<file path="src/rtl/id_scoreboard_hazard_pkg.sv">
// Shared definitions for the ID-stage scoreboard hazard unit: latency class
// encodings, default producer latencies and the counter-width helper.
package id_scoreboard_hazard_pkg;

    typedef enum logic [1:0] {
        LAT_ALU  = 2'd0,
        LAT_LOAD = 2'd1,
        LAT_LONG = 2'd2,
        LAT_RSVD = 2'd3
    } lat_class_e;

    localparam int DEF_LOAD_LAT = 1;
    localparam int DEF_LONG_LAT = 3;

    // Smallest counter width that can hold the larger of the two latencies.
    function automatic int cnt_w_for(input int load_lat, input int long_lat);
        int max_lat;
        max_lat = (load_lat > long_lat) ? load_lat : long_lat;
        return (max_lat < 1) ? 1 : $clog2(max_lat + 1);
    endfunction

endpackage

</file>
<file path="src/rtl/id_scoreboard_hazard_if.sv">
// ID-stage hazard bundle: decoded source/destination info toward the hazard
// unit and the stall/visibility signals back toward IF and the pipeline regs.
interface id_scoreboard_hazard_if
    import id_scoreboard_hazard_pkg::*;
#(
    parameter int NUM_REGS = 32,
    parameter int ADDR_W   = 5
);
    logic                id_valid;
    logic [ADDR_W-1:0]   rs1Addr_id;
    logic [ADDR_W-1:0]   rs2Addr_id;
    logic                rs1_used;
    logic                rs2_used;
    logic [ADDR_W-1:0]   rdAddr_id;
    logic                RegWrite_id;
    lat_class_e          lat_class_id;
    logic                flush;
    logic                Stall;
    logic                IFWrite;
    logic [NUM_REGS-1:0] busy_vec;
    logic [31:0]         stall_cycles;

    modport master (
        output id_valid, rs1Addr_id, rs2Addr_id, rs1_used, rs2_used,
               rdAddr_id, RegWrite_id, lat_class_id, flush,
        input  Stall, IFWrite, busy_vec, stall_cycles
    );

    modport slave (
        input  id_valid, rs1Addr_id, rs2Addr_id, rs1_used, rs2_used,
               rdAddr_id, RegWrite_id, lat_class_id, flush,
        output Stall, IFWrite, busy_vec, stall_cycles
    );
endinterface

</file>
<file path="src/rtl/id_scoreboard_hazard_sb_entry.sv">
// One scoreboard entry: a countdown of cycles until the pending result for a
// register becomes forwardable. A new producer overrides the running count.
module sb_entry #(
    parameter int CNT_W = 2
) (
    input  logic             clk,
    input  logic             rst,
    input  logic             load,
    input  logic [CNT_W-1:0] load_val,
    output logic             busy
);
    logic [CNT_W-1:0] cnt_r;

    // Countdown register: newest producer wins over the decrement, stops at zero.
    always_ff @(posedge clk) begin
        if (rst) begin
            cnt_r <= {CNT_W{1'b0}};
        end else if (load) begin
            cnt_r <= load_val;
        end else if (cnt_r != {CNT_W{1'b0}}) begin
            cnt_r <= cnt_r - {{(CNT_W-1){1'b0}}, 1'b1};
        end else begin
            cnt_r <= cnt_r;
        end
    end

    assign busy = (cnt_r != {CNT_W{1'b0}});

endmodule

</file>
<file path="src/rtl/id_scoreboard_hazard.sv">
// Load-use / long-latency hazard unit for ID: per-register countdown
// scoreboard, source match, stall generation and a saturating stall counter.
module id_scoreboard_hazard
    import id_scoreboard_hazard_pkg::*;
#(
    parameter int NUM_REGS = 32,
    parameter int ADDR_W   = 5,
    parameter int LOAD_LAT = DEF_LOAD_LAT,
    parameter int LONG_LAT = DEF_LONG_LAT,
    parameter int CNT_W    = cnt_w_for(LOAD_LAT, LONG_LAT)
) (
    input  logic                   clk,
    input  logic                   rst,
    id_scoreboard_hazard_if.slave  bus
);
    localparam int MAX_LAT = (LOAD_LAT > LONG_LAT) ? LOAD_LAT : LONG_LAT;

    if (((2 ** CNT_W) - 1) < MAX_LAT) begin : g_bad_cnt_w
        $error("id_scoreboard_hazard: CNT_W too narrow for the configured latencies");
    end
    if (LOAD_LAT < 1) begin : g_bad_load_lat
        $error("id_scoreboard_hazard: LOAD_LAT must be at least 1");
    end
    if (LONG_LAT < 1) begin : g_bad_long_lat
        $error("id_scoreboard_hazard: LONG_LAT must be at least 1");
    end

    logic [NUM_REGS-1:0] busy_s;
    logic                stall_s;
    logic                issue_s;
    logic [CNT_W-1:0]    load_val_s;
    logic [31:0]         stall_cycles_r;

    // x0 is never a real producer, so it can never be busy.
    assign busy_s[0] = 1'b0;

    for (genvar r = 1; r < NUM_REGS; r++) begin : g_entry
        logic load_s;
        assign load_s = issue_s && (bus.rdAddr_id == ADDR_W'(r));
        sb_entry #(.CNT_W(CNT_W)) u_entry (
            .clk      (clk),
            .rst      (rst),
            .load     (load_s),
            .load_val (load_val_s),
            .busy     (busy_s[r])
        );
    end

    // Stall only on sources the instruction really reads; a squashed slot never stalls.
    always_comb begin
        stall_s = 1'b0;
        if (bus.id_valid && !bus.flush) begin
            stall_s = (bus.rs1_used && busy_s[bus.rs1Addr_id]) ||
                      (bus.rs2_used && busy_s[bus.rs2Addr_id]);
        end else begin
            stall_s = 1'b0;
        end
    end

    // Only non-ALU producers that actually advance out of ID need a scoreboard entry.
    always_comb begin
        issue_s = 1'b0;
        if (!rst && bus.id_valid && !bus.flush && !stall_s && bus.RegWrite_id &&
            (bus.rdAddr_id != {ADDR_W{1'b0}}) && (bus.lat_class_id != LAT_ALU)) begin
            issue_s = 1'b1;
        end else begin
            issue_s = 1'b0;
        end
    end

    // Reserved class falls into the long-latency bucket.
    always_comb begin
        load_val_s = CNT_W'(LONG_LAT);
        case (bus.lat_class_id)
            LAT_LOAD: load_val_s = CNT_W'(LOAD_LAT);
            LAT_LONG: load_val_s = CNT_W'(LONG_LAT);
            default:  load_val_s = CNT_W'(LONG_LAT);
        endcase
    end

    // Saturating count of stalled cycles.
    always_ff @(posedge clk) begin
        if (rst) begin
            stall_cycles_r <= 32'h0000_0000;
        end else if (stall_s && (stall_cycles_r != 32'hFFFF_FFFF)) begin
            stall_cycles_r <= stall_cycles_r + 32'h0000_0001;
        end else begin
            stall_cycles_r <= stall_cycles_r;
        end
    end

    assign bus.Stall        = stall_s;
    assign bus.IFWrite      = ~stall_s;
    assign bus.busy_vec     = busy_s;
    assign bus.stall_cycles = stall_cycles_r;

endmodule

</file>
<file path="src/flat_wrapper.sv">
// flat-port wrapper written by rule: the top's interface ports become plain ports
module id_scoreboard_hazard_flat import id_scoreboard_hazard_pkg::*;
#(
    parameter int NUM_REGS = 32,
    parameter int ADDR_W   = 5,
    parameter int LOAD_LAT = DEF_LOAD_LAT,
    parameter int LONG_LAT = DEF_LONG_LAT,
    parameter int CNT_W    = cnt_w_for(LOAD_LAT, LONG_LAT)
)
  (clk, rst, bus_id_valid, bus_rs1Addr_id, bus_rs2Addr_id, bus_rs1_used, bus_rs2_used, bus_rdAddr_id, bus_RegWrite_id, bus_lat_class_id, bus_flush, bus_Stall, bus_IFWrite, bus_busy_vec, bus_stall_cycles);
  id_scoreboard_hazard_if #(.NUM_REGS(NUM_REGS), .ADDR_W(ADDR_W)) bus_i ();
  input  logic clk;
  input  logic rst;
  input wire logic [$bits(bus_i.id_valid)-1:0] bus_id_valid;
  input wire logic [$bits(bus_i.rs1Addr_id)-1:0] bus_rs1Addr_id;
  input wire logic [$bits(bus_i.rs2Addr_id)-1:0] bus_rs2Addr_id;
  input wire logic [$bits(bus_i.rs1_used)-1:0] bus_rs1_used;
  input wire logic [$bits(bus_i.rs2_used)-1:0] bus_rs2_used;
  input wire logic [$bits(bus_i.rdAddr_id)-1:0] bus_rdAddr_id;
  input wire logic [$bits(bus_i.RegWrite_id)-1:0] bus_RegWrite_id;
  input wire logic [$bits(bus_i.lat_class_id)-1:0] bus_lat_class_id;
  input wire logic [$bits(bus_i.flush)-1:0] bus_flush;
  output wire logic [$bits(bus_i.Stall)-1:0] bus_Stall;
  output wire logic [$bits(bus_i.IFWrite)-1:0] bus_IFWrite;
  output wire logic [$bits(bus_i.busy_vec)-1:0] bus_busy_vec;
  output wire logic [$bits(bus_i.stall_cycles)-1:0] bus_stall_cycles;
  assign bus_i.id_valid = bus_id_valid;
  assign bus_i.rs1Addr_id = bus_rs1Addr_id;
  assign bus_i.rs2Addr_id = bus_rs2Addr_id;
  assign bus_i.rs1_used = bus_rs1_used;
  assign bus_i.rs2_used = bus_rs2_used;
  assign bus_i.rdAddr_id = bus_rdAddr_id;
  assign bus_i.RegWrite_id = bus_RegWrite_id;
  assign bus_i.lat_class_id = bus_lat_class_id;
  assign bus_i.flush = bus_flush;
  assign bus_Stall = bus_i.Stall;
  assign bus_IFWrite = bus_i.IFWrite;
  assign bus_busy_vec = bus_i.busy_vec;
  assign bus_stall_cycles = bus_i.stall_cycles;
  id_scoreboard_hazard #(.NUM_REGS(NUM_REGS), .ADDR_W(ADDR_W), .LOAD_LAT(LOAD_LAT), .LONG_LAT(LONG_LAT), .CNT_W(CNT_W)) u_core (.clk(clk), .rst(rst), .bus(bus_i));
endmodule
</file>
<file path="config.mk">
export PLATFORM = sky130hd
export DESIGN_NAME = id_scoreboard_hazard_flat
export DESIGN_NICKNAME = d
export VERILOG_FILES = /design/src/rtl/id_scoreboard_hazard_pkg.sv /design/src/rtl/id_scoreboard_hazard_if.sv /design/src/rtl/id_scoreboard_hazard_sb_entry.sv /design/src/rtl/id_scoreboard_hazard.sv /design/src/flat_wrapper.sv
export SDC_FILE = /design/constraint.sdc
export NUM_CORES = 1
export LEC_CHECK = 0
export CAP_MARGIN = 30
export CORE_ASPECT_RATIO = 1.1
export CORE_UTILIZATION = 51
export CTS_BUF_LIST = sky130_fd_sc_hd__clkbuf_4 sky130_fd_sc_hd__clkbuf_8
export DETAILED_ROUTE_END_ITERATION = 8
export PLACE_DENSITY = 0.79
export SLEW_MARGIN = 5
export SYNTH_ARGS = -nofsm -noshare
export SYNTH_HDL_FRONTEND = slang
export SYNTH_SLANG_ARGS = --single-unit
</file>
<file path="constraint.sdc">
create_clock -name clk -period 2.3 [get_ports clk]
set_input_delay 0.23 -clock clk [delete_from_list [all_inputs] [get_ports clk]]
set_output_delay 0.23 -clock clk [all_outputs]
set_load 0.01 [all_outputs]
</file>
== After elaboration in Yosys (flattened, before gate mapping) ==
Index checks and enable logic that the tools add are counted.

* Output and inout bits: 66
* Bits in registers: 94
* Word-level logic and storage cells: 278
* Input port bits: 24

* Muxes and demuxes: 69
* Reduce and logical (&&, ||, !) cells: 109
* Equal/unequal tests: 33
* $add $sub $neg: 32
* $lt $le $gt $ge: 2
* Bitwise logic cells: 1

{| class="wikitable"
|+ Operators by type and width
! cell !! number
|-
| $mux W2 || 63
|-
| $reduce_bool A2 Y1 || 63
|-
| $eq A5 B5 Y1 const B || 16
|-
| $sub A2 B1 Y2 const B || 31
|-
| $logic_and A1 B1 Y1 || 41
|-
| $eq A5 B4 Y1 const B || 8
|-
| $add A32 B1 Y32 const B || 1
|-
| $ne A32 B32 Y1 const B || 1
|-
| $eq A5 B3 Y1 const B || 4
|-
| $lt A5 B6 Y1 const B || 2
|-
| $bmux W1 S5 || 2
|-
| $eq A5 B2 Y1 const B || 2
|-
| $eq A5 B1 Y1 const B || 1
|-
| $reduce_bool A5 Y1 || 1
|-
| $mux W1 || 4
|-
| $logic_not A1 Y1 || 3
|-
| $eq A2 B1 Y1 const B || 1
|-
| $logic_or A1 B1 Y1 || 1
|-
| $not A1 Y1 || 1
|}

== Longest topological paths before layout ==
Gate-level depths: netlist (run 1).

* Depth in word-level cells: 14
* Mapped depth: 11

== Cells and area by module ==
A second synthesis (run 1) with hierarchy kept.

* Cells, all modules: 727
* Area total of the unflattened synthesis: 6550.0 µm²

{| class="wikitable"
|+ Modules (own cells, without submodules)
! module !! area an instance (µm²) !! cells each !! times used !! seq. area each (µm²)
|-
| sb_entry || 126.4 || 13 || 31 || 40.0
|-
| id_scoreboard_hazard || 2632.5 || 324 || 1 || 640.6
|}

== Worst setup path before layout (run 1) ==
OpenSTA, ideal clock, no wires.

* Path type: register to register
* Start point: register u_core.g_entry[15].u_entry.cnt_r[0]
* End point: register u_core.stall_cycles_r[15], in the netlist u_core.bus.stall_cycles[15]
* Clock period less this slack: 2.478 ns
* Data arrival time: 2.357 ns
* Stages on the path, launching flop included: 12
* Setup slack: -0.178 ns
* Required time: 2.179 ns
* Path through: dfxtp_1 inv_1 ha_1 mux4_2 nand3_1 and4bb_1 a22o_1 nor2_4 buf_6 buf_12 nor3_1 mux2_2

* Cells in the longest elaborated chain, start to end: 7

{| class="wikitable"
|+ Ends and longest elaborated chain
! item !! RTL line !! source
|-
| start, declared || id_scoreboard_hazard_sb_entry.sv:12 || <nowiki>logic [CNT_W-1:0] cnt_r;</nowiki>
|-
| start signal, assigned || id_scoreboard_hazard_sb_entry.sv:17 || <nowiki>cnt_r <= {CNT_W{1'b0}};</nowiki>
|-
| start signal, assigned || id_scoreboard_hazard_sb_entry.sv:19 || <nowiki>cnt_r <= load_val;</nowiki>
|-
| start signal, assigned || id_scoreboard_hazard_sb_entry.sv:21 || <nowiki>cnt_r <= cnt_r - {{(CNT_W-1){1'b0}}, 1'b1};</nowiki>
|-
| $reduce_bool A2 Y1 (*) || id_scoreboard_hazard_sb_entry.sv:27 || <nowiki>assign busy = (cnt_r != {CNT_W{1'b0}});</nowiki>
|-
| $bmux W1 S5, on equally long branches || id_scoreboard_hazard.sv:53, id_scoreboard_hazard.sv:54 ||
|-
| $mux W1, on equally long branches || id_scoreboard_hazard.sv:53, id_scoreboard_hazard.sv:54 ||
|-
| $logic_and A1 B1 Y1, on equally long branches || id_scoreboard_hazard.sv:53, id_scoreboard_hazard.sv:54 ||
|-
| $logic_or A1 B1 Y1 (*) || id_scoreboard_hazard.sv:53 || <nowiki>stall_s = (bus.rs1_used && busy_s[bus.rs1Addr_id]) ||</nowiki>
|-
| $mux W1 (*) || id_scoreboard_hazard.sv:52 || <nowiki>if (bus.id_valid && !bus.flush) begin</nowiki>
|-
| $logic_and A1 B1 Y1 (*) || id_scoreboard_hazard.sv:85 || <nowiki>end else if (stall_s && (stall_cycles_r != 32'hFFFF_FFFF)) begin</nowiki>
|-
| end signal, assigned || id_scoreboard_hazard.sv:86 || <nowiki>stall_cycles_r <= stall_cycles_r + 32'h0000_0001;</nowiki>
|-
| end signal, assigned || id_scoreboard_hazard.sv:88 || <nowiki>stall_cycles_r <= stall_cycles_r;</nowiki>
|-
| end, declared || id_scoreboard_hazard.sv:32 || <nowiki>logic [31:0] stall_cycles_r;</nowiki>
|}

Every way passes the cells marked *; elsewhere a longest branch is shown, timed or not. The select of a mux whose other input is x is not followed.
A chain may end at the register's enable or synchronous reset.

== Worst setup path after layout (run 1) ==
* Start point: register u_core.g_entry[5].u_entry.cnt_r[1]
* End point: register u_core.g_entry[19].u_entry.cnt_r[1]

* Cells in the longest elaborated chain, start to end: 14

{| class="wikitable"
|+ Ends and longest elaborated chain
! item !! RTL line !! source
|-
| start, declared || id_scoreboard_hazard_sb_entry.sv:12 ||
|-
| start signal, assigned || id_scoreboard_hazard_sb_entry.sv:17 ||
|-
| start signal, assigned || id_scoreboard_hazard_sb_entry.sv:19 ||
|-
| start signal, assigned || id_scoreboard_hazard_sb_entry.sv:21 ||
|-
| $reduce_bool A2 Y1 (*) || id_scoreboard_hazard_sb_entry.sv:27 ||
|-
| $bmux W1 S5, on equally long branches || id_scoreboard_hazard.sv:53, id_scoreboard_hazard.sv:54 ||
|-
| $mux W1, on equally long branches || id_scoreboard_hazard.sv:53, id_scoreboard_hazard.sv:54 ||
|-
| $logic_and A1 B1 Y1, on equally long branches || id_scoreboard_hazard.sv:53, id_scoreboard_hazard.sv:54 ||
|-
| $logic_or A1 B1 Y1 (*) || id_scoreboard_hazard.sv:53 ||
|-
| $mux W1 (*) || id_scoreboard_hazard.sv:52 ||
|-
| $logic_not A1 Y1 (*) || id_scoreboard_hazard.sv:63 || <nowiki>if (!rst && bus.id_valid && !bus.flush && !stall_s && bus.RegWrite_id &&</nowiki>
|-
| $logic_and A1 B1 Y1 (*) (3 in a row) || id_scoreboard_hazard.sv:63 ||
|-
| $logic_and A1 B1 Y1 (*) || id_scoreboard_hazard.sv:64 || <nowiki>(bus.rdAddr_id != {ADDR_W{1'b0}}) && (bus.lat_class_id != LAT_ALU)) begin</nowiki>
|-
| $mux W1 (*) || id_scoreboard_hazard.sv:63 ||
|-
| $logic_and A1 B1 Y1 (*) || id_scoreboard_hazard.sv:39 || <nowiki>assign load_s = issue_s && (bus.rdAddr_id == ADDR_W'(r));</nowiki>
|-
| $mux W2 / $reduce_bool A2 Y1 (equally long branches) || n/a ||
|-
| end signal, assigned || id_scoreboard_hazard_sb_entry.sv:17 ||
|-
| end signal, assigned || id_scoreboard_hazard_sb_entry.sv:19 ||
|-
| end signal, assigned || id_scoreboard_hazard_sb_entry.sv:21 ||
|-
| end, declared || id_scoreboard_hazard_sb_entry.sv:12 ||
|}

Marked as above.

==> results of run 1 <==
[layout make-up]
class	count	area, um^2	share of cell area [%]
Multi-Input combinational cell	476	4170	46.5
Timing Repair Buffer	226	2080	23.3
Sequential cell	94	1940	21.6
Inverter	98	368	4.11
Tap cell	150	188	2.10
Clock buffer	13	166	1.86
Clock inverter	3	42.5	0.475
Antenna cell	1	2.50	0.0279
[what timing repair did]
item / in CTS / in global routing
gates cloned: 3 / 1
pin swaps: 32 / 23
gates resized for setup: 80 / 98
setup endpoints to repair: 74 / 96
setup buffers: 9 / 11
[worst max-delay path, delay by kind of cell (launching register included)]
family / cells / cell delay [ns]
simple gates: 3 / 0.67
flops: 1 / 0.33
buf+inv: 3 / 0.35
fa+ha+maj: 1 / 0.14
mux: 2 / 0.44
compound gates: 2 / 0.63
[stage by stage]
| stage | cells | area (um^2) | total power (uW) |
|---|---|---|---|
| 2_1_floorplan | 743 | 6430 | 5170 |
| 3_3_place_gp | 1020 | 7890 | 6330 |
| 3_5_place_dp | 1020 | 7890 | 6670 |
| 4_1_cts | 1048 | 8490 | 8240 |
| 5_1_grt | 1060 | 8950 | 9270 |
| 6_report | 1061 | 8950 | 8740 |
[cells by family (layout without fill, tap and decap cells)]
logic type | after synthesis | in the layout | share of synthesized area, %
buf+inv | 173 | 340 | 14.2
compound gates | 123 | 123 | 11.4
fa+ha+maj | 32 | 32 | 6.47
simple gates | 233 | 233 | 20.7
xor+xnor | 31 | 31 | 4.38
other cells | 1 | 2 | 0.0606
mux | 56 | 56 | 12.4
flops | 94 | 94 | 30.4
[synth_stat cells (all sizes together), types with 22 or more instances]
library cell	n	area (um^2)
a21oi	87	435
or4	23	173
nor2	79	304
mux2	41	462
o31ai	22	165
ha	32	400
inv	98	368
nand3	26	130
xor2	31	272
buf	54	432
nand4	38	257
dfxtp	94	1880
[registers in the layout (all words and copies together) (netlist names)]
name,flops
u_core.bus.stall_cycles,32
u_core.g_entry.u_entry.cnt_r,62
[layer usage]
layer | GRT usage (%) | vias up
met4 | 13.8 | 0
met5 | 0 | -
met3 | 4.04 | 60
li1 | - | 2883
met2 | 53.2 | 217
met1 | 32.7 | 2986
[worst paths after layout]
path	startpoint	end	slack [ns]	cells after the start
hold / removal	rst	u_core.g_entry[16].u_entry.cnt_r[0]$_SDFFE_PP0P_	0.41	3
hold reg to reg	u_core.bus.stall_cycles[21]$_SDFFE_PP0P_	u_core.bus.stall_cycles[21]$_SDFFE_PP0P_	0.51	2
setup / recovery	u_core.g_entry[5].u_entry.cnt_r[1]$_SDFFE_PP0P_	u_core.g_entry[19].u_entry.cnt_r[1]$_SDFFE_PP0P_	-0.38	11
setup reg to reg	u_core.g_entry[5].u_entry.cnt_r[1]$_SDFFE_PP0P_	u_core.g_entry[19].u_entry.cnt_r[1]$_SDFFE_PP0P_	-0.38	11
[power breakdown]
group	total (uW)	switching, uW	internal (uW)
Clock	1190	607	585
Sequential	2240	205	2030
Combinational	5320	2470	2840
Total	8740	3290	5460
[cell usage in the layout (no fill, tap or decap), drive strengths merged, types with 4 or more instances in the layout]
cell | Yosys | routed
xor2 | 31 | 31
mux4 | 12 | 12
nor2b | 10 | 10
clkdlybuf4s50 | 0 | 81
nand3 | 26 | 26
mux2 | 41 | 41
a21oi | 87 | 87
nor3 | 7 | 7
nand3b | 4 | 4
nor3b | 8 | 8
nand4 | 38 | 38
clkbuf | 21 | 14
buf | 54 | 140
or4 | 23 | 23
nand2 | 15 | 15
o31ai | 22 | 22
inv | 98 | 98
nor2 | 79 | 79
o21ai | 6 | 6
and3 | 8 | 8
dfxtp | 94 | 94
ha | 32 | 32
==> impl_metrics.json, run 1 <==
{
  "syn_area_per_cell_um2": 8.33,
  "portBuffers": 88,
  "die_x_um": 107,
  "critPathRequiredTime_ns": 2.58,
  "whs_ns": 0.407,
  "ys_seq_area_share_pct": 30.4,
  "violations": "negative setup slack",
  "core-area_um2": 11600,
  "hold_path.class": "in2reg",
  "die-area_um2": 12600,
  "final_util_pct": 76.9,
  "postRouteAntennaNets": 0,
  "route.met2.wl_mm": 9.76,
  "place_congestion": 0.875,
  "clk_pin_slew_worst_paths_ns": 0.10,
  "overflow": 0,
  "nFillCells": 772,
  "ir_drop_v": 0.000629,
  "pre_cts_slack_ns": -0.680,
  "relSlewSlack_pct": 64.1,
  "setup_ws_ns": -0.380,
  "dr.pass1.iters": 5,
  "synth-edff-count": 0,
  "synth_ff_type": "dfxtp_1",
  "p_leak_uw": 0.00373,
  "power.density_nw_per_um2": 977,
  "rsz0062_at_grt": "true",
  "tritoncts": "yes",
  "async_flop_share_pct": 0,
  "crit_type": "reg2reg",
  "skew_ns": 0.0161,
  "period_minus_slack_ns": 2.68,
  "synth_nets": 799,
  "worst_slew_pin_slew_ns": 0.538,
  "dpl.hpwl_mm": 12.3,
  "root_buffer": "clkbuf_8",
  "antenna_found_initial": 0,
  "cts_max_path_buffers": 2,
  "wl_per_cell_um": 17.7,
  "arrival_ns": 2.96,
  "fin_crit_sh_pct": 117,
  "max_clock_freq_mhz": 373,
  "wl_met1_mm": 7.36,
  "endpoint_kind": "flip-flop",
  "timing.setup.tns_ns": -22.66,
  "top_layer_used": "met4",
  "startpoint_type": "flip-flop",
  "drc": 0,
  "drt_iter0_drc": 355,
  "status": "finished, violations left",
  "syn_inst": 743,
  "io_pins": 90,
  "clock-sinks": 94,
  "ys_ff_latch": 94,
  "dr_wl_met3_um": 876,
  "nets": 961,
  "ys_warn_count": 0,
  "cp_max_fo": 6,
  "start_util_pct": 53.2,
  "critical-path-slowest-cell": "a2111oi_0",
  "routed_wirelength_mm": 18.7,
  "num_vias": 6146,
  "slew_viol_final": 0,
  "crit_chain": "inv_2 -> ha_4 -> mux2i_1 -> a2111oi_0 -> and4bb_1 -> a22o_1 -> nor2_4 -> buf_12 -> buf_16 -> nand4_1 -> mux2_4",
  "max_stage_delay_ns": 0.38,
  "rows": 41,
  "die_h_um": 118,
  "maxCapViolations": 0,
  "viasPerCell": 5.79,
  "setup_viol": 96,
  "drive_above_1_share_pct": 39.9,
  "grt_pass1_vias": 6300,
  "postCtsHoldBufs": 0,
  "syn2layout_area_growth_pct": 44.6,
  "grt_start_max_net_pins": 104,
  "grt_pass1_wl_mm": 29.1,
  "grt_usage_pct": 29.1,
  "finalHoldViolations": 0,
  "insertion_delay_ns": 0.39,
  "cts-buffers-inserted": 9,
  "htree_num_levels": 3,
  "ys_types": 51,
  "netlist_area_um2": 6190
}
No activity file was read; power rests on OpenSTA's default activity.
==> run 2, diff against run 1 <==
==> constraint.sdc (replaced) <==
create_clock -name clk -period 2.3 [get_ports clk]
set_input_delay 0.69 -clock clk [delete_from_list [all_inputs] [get_ports clk]]
set_output_delay 0.69 -clock clk [all_outputs]
set_load 0.005 [all_outputs]
==> run 2 against run 1 <==
The flow still finishes with violations (negative setup slack); worst setup slack got worse by 0.28 ns; utilization increased by 3.0 points; sequential power about the same; sequential share of layout area down 0.72 points; final cell count is 3.1% higher; flip-flop and latch count did not move; via count grew 6.1%; hold slack improved by 0.12 ns; fmax down 9.4%; largest cell class unchanged; highest routed layer unchanged.
==> impl_metrics.json, run 2 (same netlist as run 1, synthesis figures left out) <==
{
  "cts_max_path_buffers": 2,
  "num_vias": 6521,
  "relSlewSlack_pct": 59.9,
  "endpoint_kind": "primary output",
  "start_util_pct": 53.2,
  "grt_pass1_vias": 6291,
  "hold_path.class": "reg2reg",
  "viasPerCell": 5.96,
  "setup_ws_ns": -0.657,
  "die_h_um": 118,
  "clock-sinks": 94,
  "grt_start_max_net_pins": 104,
  "dpl.hpwl_mm": 12.2,
  "r2r_end": "u_core.g_entry[9].u_entry.cnt_r[1]$_SDFFE_PP0P_",
  "maxCapViolations": 0,
  "fin_area_um2": 9310,
  "net-switching-power_uw": 3340,
  "cts-buffers-inserted": 9,
  "nets": 995,
  "insertion_delay_ns": 0.39,
  "crit_type": "reg2out",
  "placed_cell_area_um2": 7840,
  "p_leak_uw": 0.00401,
  "min_path_cells": 2,
  "max_clock_freq_mhz": 338,
  "ir_drop_v": 0.000667,
  "grt_usage_pct": 30.1,
  "rsz0062_at_grt": "true",
  "dr.pass1.iters": 5,
  "diodes": 0,
  "clkPwrFrac_pct": 14.4,
  "place_congestion": 0.853,
  "period_minus_slack_ns": 2.96,
  "die-area_um2": 12600,
  "slew_viol_final": 0,
  "postCtsHoldBufs": 0,
  "portBuffers": 88,
  "postRouteAntennaNets": 0,
  "power.density_nw_per_um2": 953,
  "clk_pin_slew_worst_paths_ns": 0.10,
  "overflow": 0,
  "r2r_start": "u_core.g_entry[1].u_entry.cnt_r[1]$_SDFFE_PP0P_",
  "die_x_um": 107,
  "io_pins": 90,
  "syn2layout_area_growth_pct": 50.3,
  "drt_iter0_drc": 502,
  "switching_share_pct": 37.7,
  "antenna_found_initial": 0,
  "fin_crit_sh_pct": 129,
  "whs_ns": 0.524,
  "skew_ns": 0.0104,
  "critPathRequiredTime_ns": 1.61,
  "violations": "negative setup slack",
  "mostFrequentLayoutCells": "134 x buf_4, 80 x inv_1, 78 x nor2_1",
  "rows": 41,
  "drive_above_1_share_pct": 46.0,
  "setup_viol": 96,
  "drc": 0,
  "hp-start": "u_core.bus.stall_cycles[9]$_SDFFE_PP0P_",
  "power_frac_comb_pct": 60.3,
  "tritoncts": "yes",
  "worst_slew_pin_slew_ns": 0.601,
  "final_common_cell": "buf_4",
  "top_register": "u_core.g_entry.u_entry.cnt_r",
  "routed_wirelength_mm": 21.0,
  "nFillCells": 693,
  "startpoint_type": "flip-flop",
  "root_buffer": "clkbuf_8",
  "r2r_setup_slack_ns": -0.57,
  "cp_max_fo": 3,
  "htree_num_levels": 3,
  "whs_endpoint": "u_core.bus.stall_cycles[9]$_SDFFE_PP0P_",
  "grt_pass1_wl_mm": 29.9,
  "status": "finished, violations left",
  "p_int_uw": 5530,
  "core-area_um2": 11600,
  "pwr-share-seq_pct": 25.3,
  "wl_per_cell_um": 19.2,
  "reg2regPathDepth": 13,
  "finalHoldViolations": 0,
  "arrival_ns": 2.27,
  "largest_reg_flops": 62
}
-- run 2: cell count changes in the layout (fill, tap and decap cells not counted), sizes merged, moves of 3 or more --
cell	change
clkdlybuf4s15	+3
clkdlybuf4s50	-35
dlygate4sd2	+27
buf	+38
-- run 2: critical path: stages (launching register included) --
cell and delay (ns):
dfxtp_2 0.35, inv_2 0.05, ha_4 0.17, mux4_2 0.49
nand3_2 0.07, and4bb_1 0.23, a22o_1 0.22, o21ai_4 0.09
buf_6 0.13, buf_6 0.10
-- run 2: worst max path at each step --
stage                                                startpoint     endpoint  cells after the start
5_1_grt         u_core.g_entry[1].u_entry.cnt_r[0]$_SDFFE_PP0P_  bus_IFWrite                      9
3_5_place_dp                                  bus_rs1Addr_id[3]    bus_Stall                      9
4_1_cts         u_core.g_entry[4].u_entry.cnt_r[1]$_SDFFE_PP0P_  bus_IFWrite                      9
3_3_place_gp                                  bus_rs1Addr_id[3]    bus_Stall                      9
6_report       u_core.g_entry[15].u_entry.cnt_r[1]$_SDFFE_PP0P_  bus_IFWrite                      9
2_1_floorplan                                 bus_rs1Addr_id[3]    bus_Stall                      7
-- run 2: power by group through the flow --
stage	combinational, uW	sequential (uW)	clock, uW
after floorplan	2700	2170	0
after global placement	3920	2160	0
after detailed placement	4160	2190	0
after CTS	4780	2220	1270
after global routing	5720	2280	1350
final	5350	2250	1280
-- run 2: layout make-up --
cell class | count | area [um^2] | area share, %
clock inverter | 6 | 85.1 | 0.914
timing repair buffer | 260 | 2410 | 25.9
tap | 150 | 188 | 2.02
clock buffer | 10 | 138 | 1.48
multi-input combinational | 476 | 4170 | 44.8
sequential | 94 | 1950 | 20.9
inverter | 98 | 368 | 3.95
-- run 2: repair_timing --
item	CTS	global route
pin swaps	25	35
gates resized for setup	221	102
endpoints found under the setup margin	127	97
cloned	6	2
setup buffers	27	17
-- run 2: stage by stage --
stage / cells / power [uW] / worst slack (ns) / util (%) / TNS [ns]
6_report: 1094 / 8870 / -0.657 / 79.9 / -43.14
5_1_grt: 1094 / 9340 / -0.738 / 79.9 / -52.86
4_1_cts: 1077 / 8280 / -0.619 / 75.5 / -31.05
3_5_place_dp: 1029 / 6350 / -1.50 / 67.3 / -97.95
3_3_place_gp: 1029 / 6070 / -1.50 / 67.3 / -91.92
2_1_floorplan: 743 / 4870 / -0.405 / - / -24.96
-- run 2: per-layer routing --
metal / part of all wire, % / GRT usage [%] / vias up
met1: 37 / 34.4 / 3140
met3: 6.8 / 4.60 / 85
li1: - / - / 2943
met4: 4.5 / 17.2 / 0
met2: 52 / 52.7 / 353
met5: 0 / 0 / -
==> run 3, diff against run 2 <==
--- a/config.mk
+++ b/config.mk
@@ -11,7 +11,6 @@
 export CTS_BUF_LIST = sky130_fd_sc_hd__clkbuf_4 sky130_fd_sc_hd__clkbuf_8
 export DETAILED_ROUTE_END_ITERATION = 8
 export PLACE_DENSITY = 0.79
-export SLEW_MARGIN = 5
 export SYNTH_ARGS = -nofsm -noshare
 export SYNTH_HDL_FRONTEND = slang
 export SYNTH_SLANG_ARGS = --single-unit
==> results of run 3 <==
The final DEF is identical to that of run 2; final timing and power are the same.
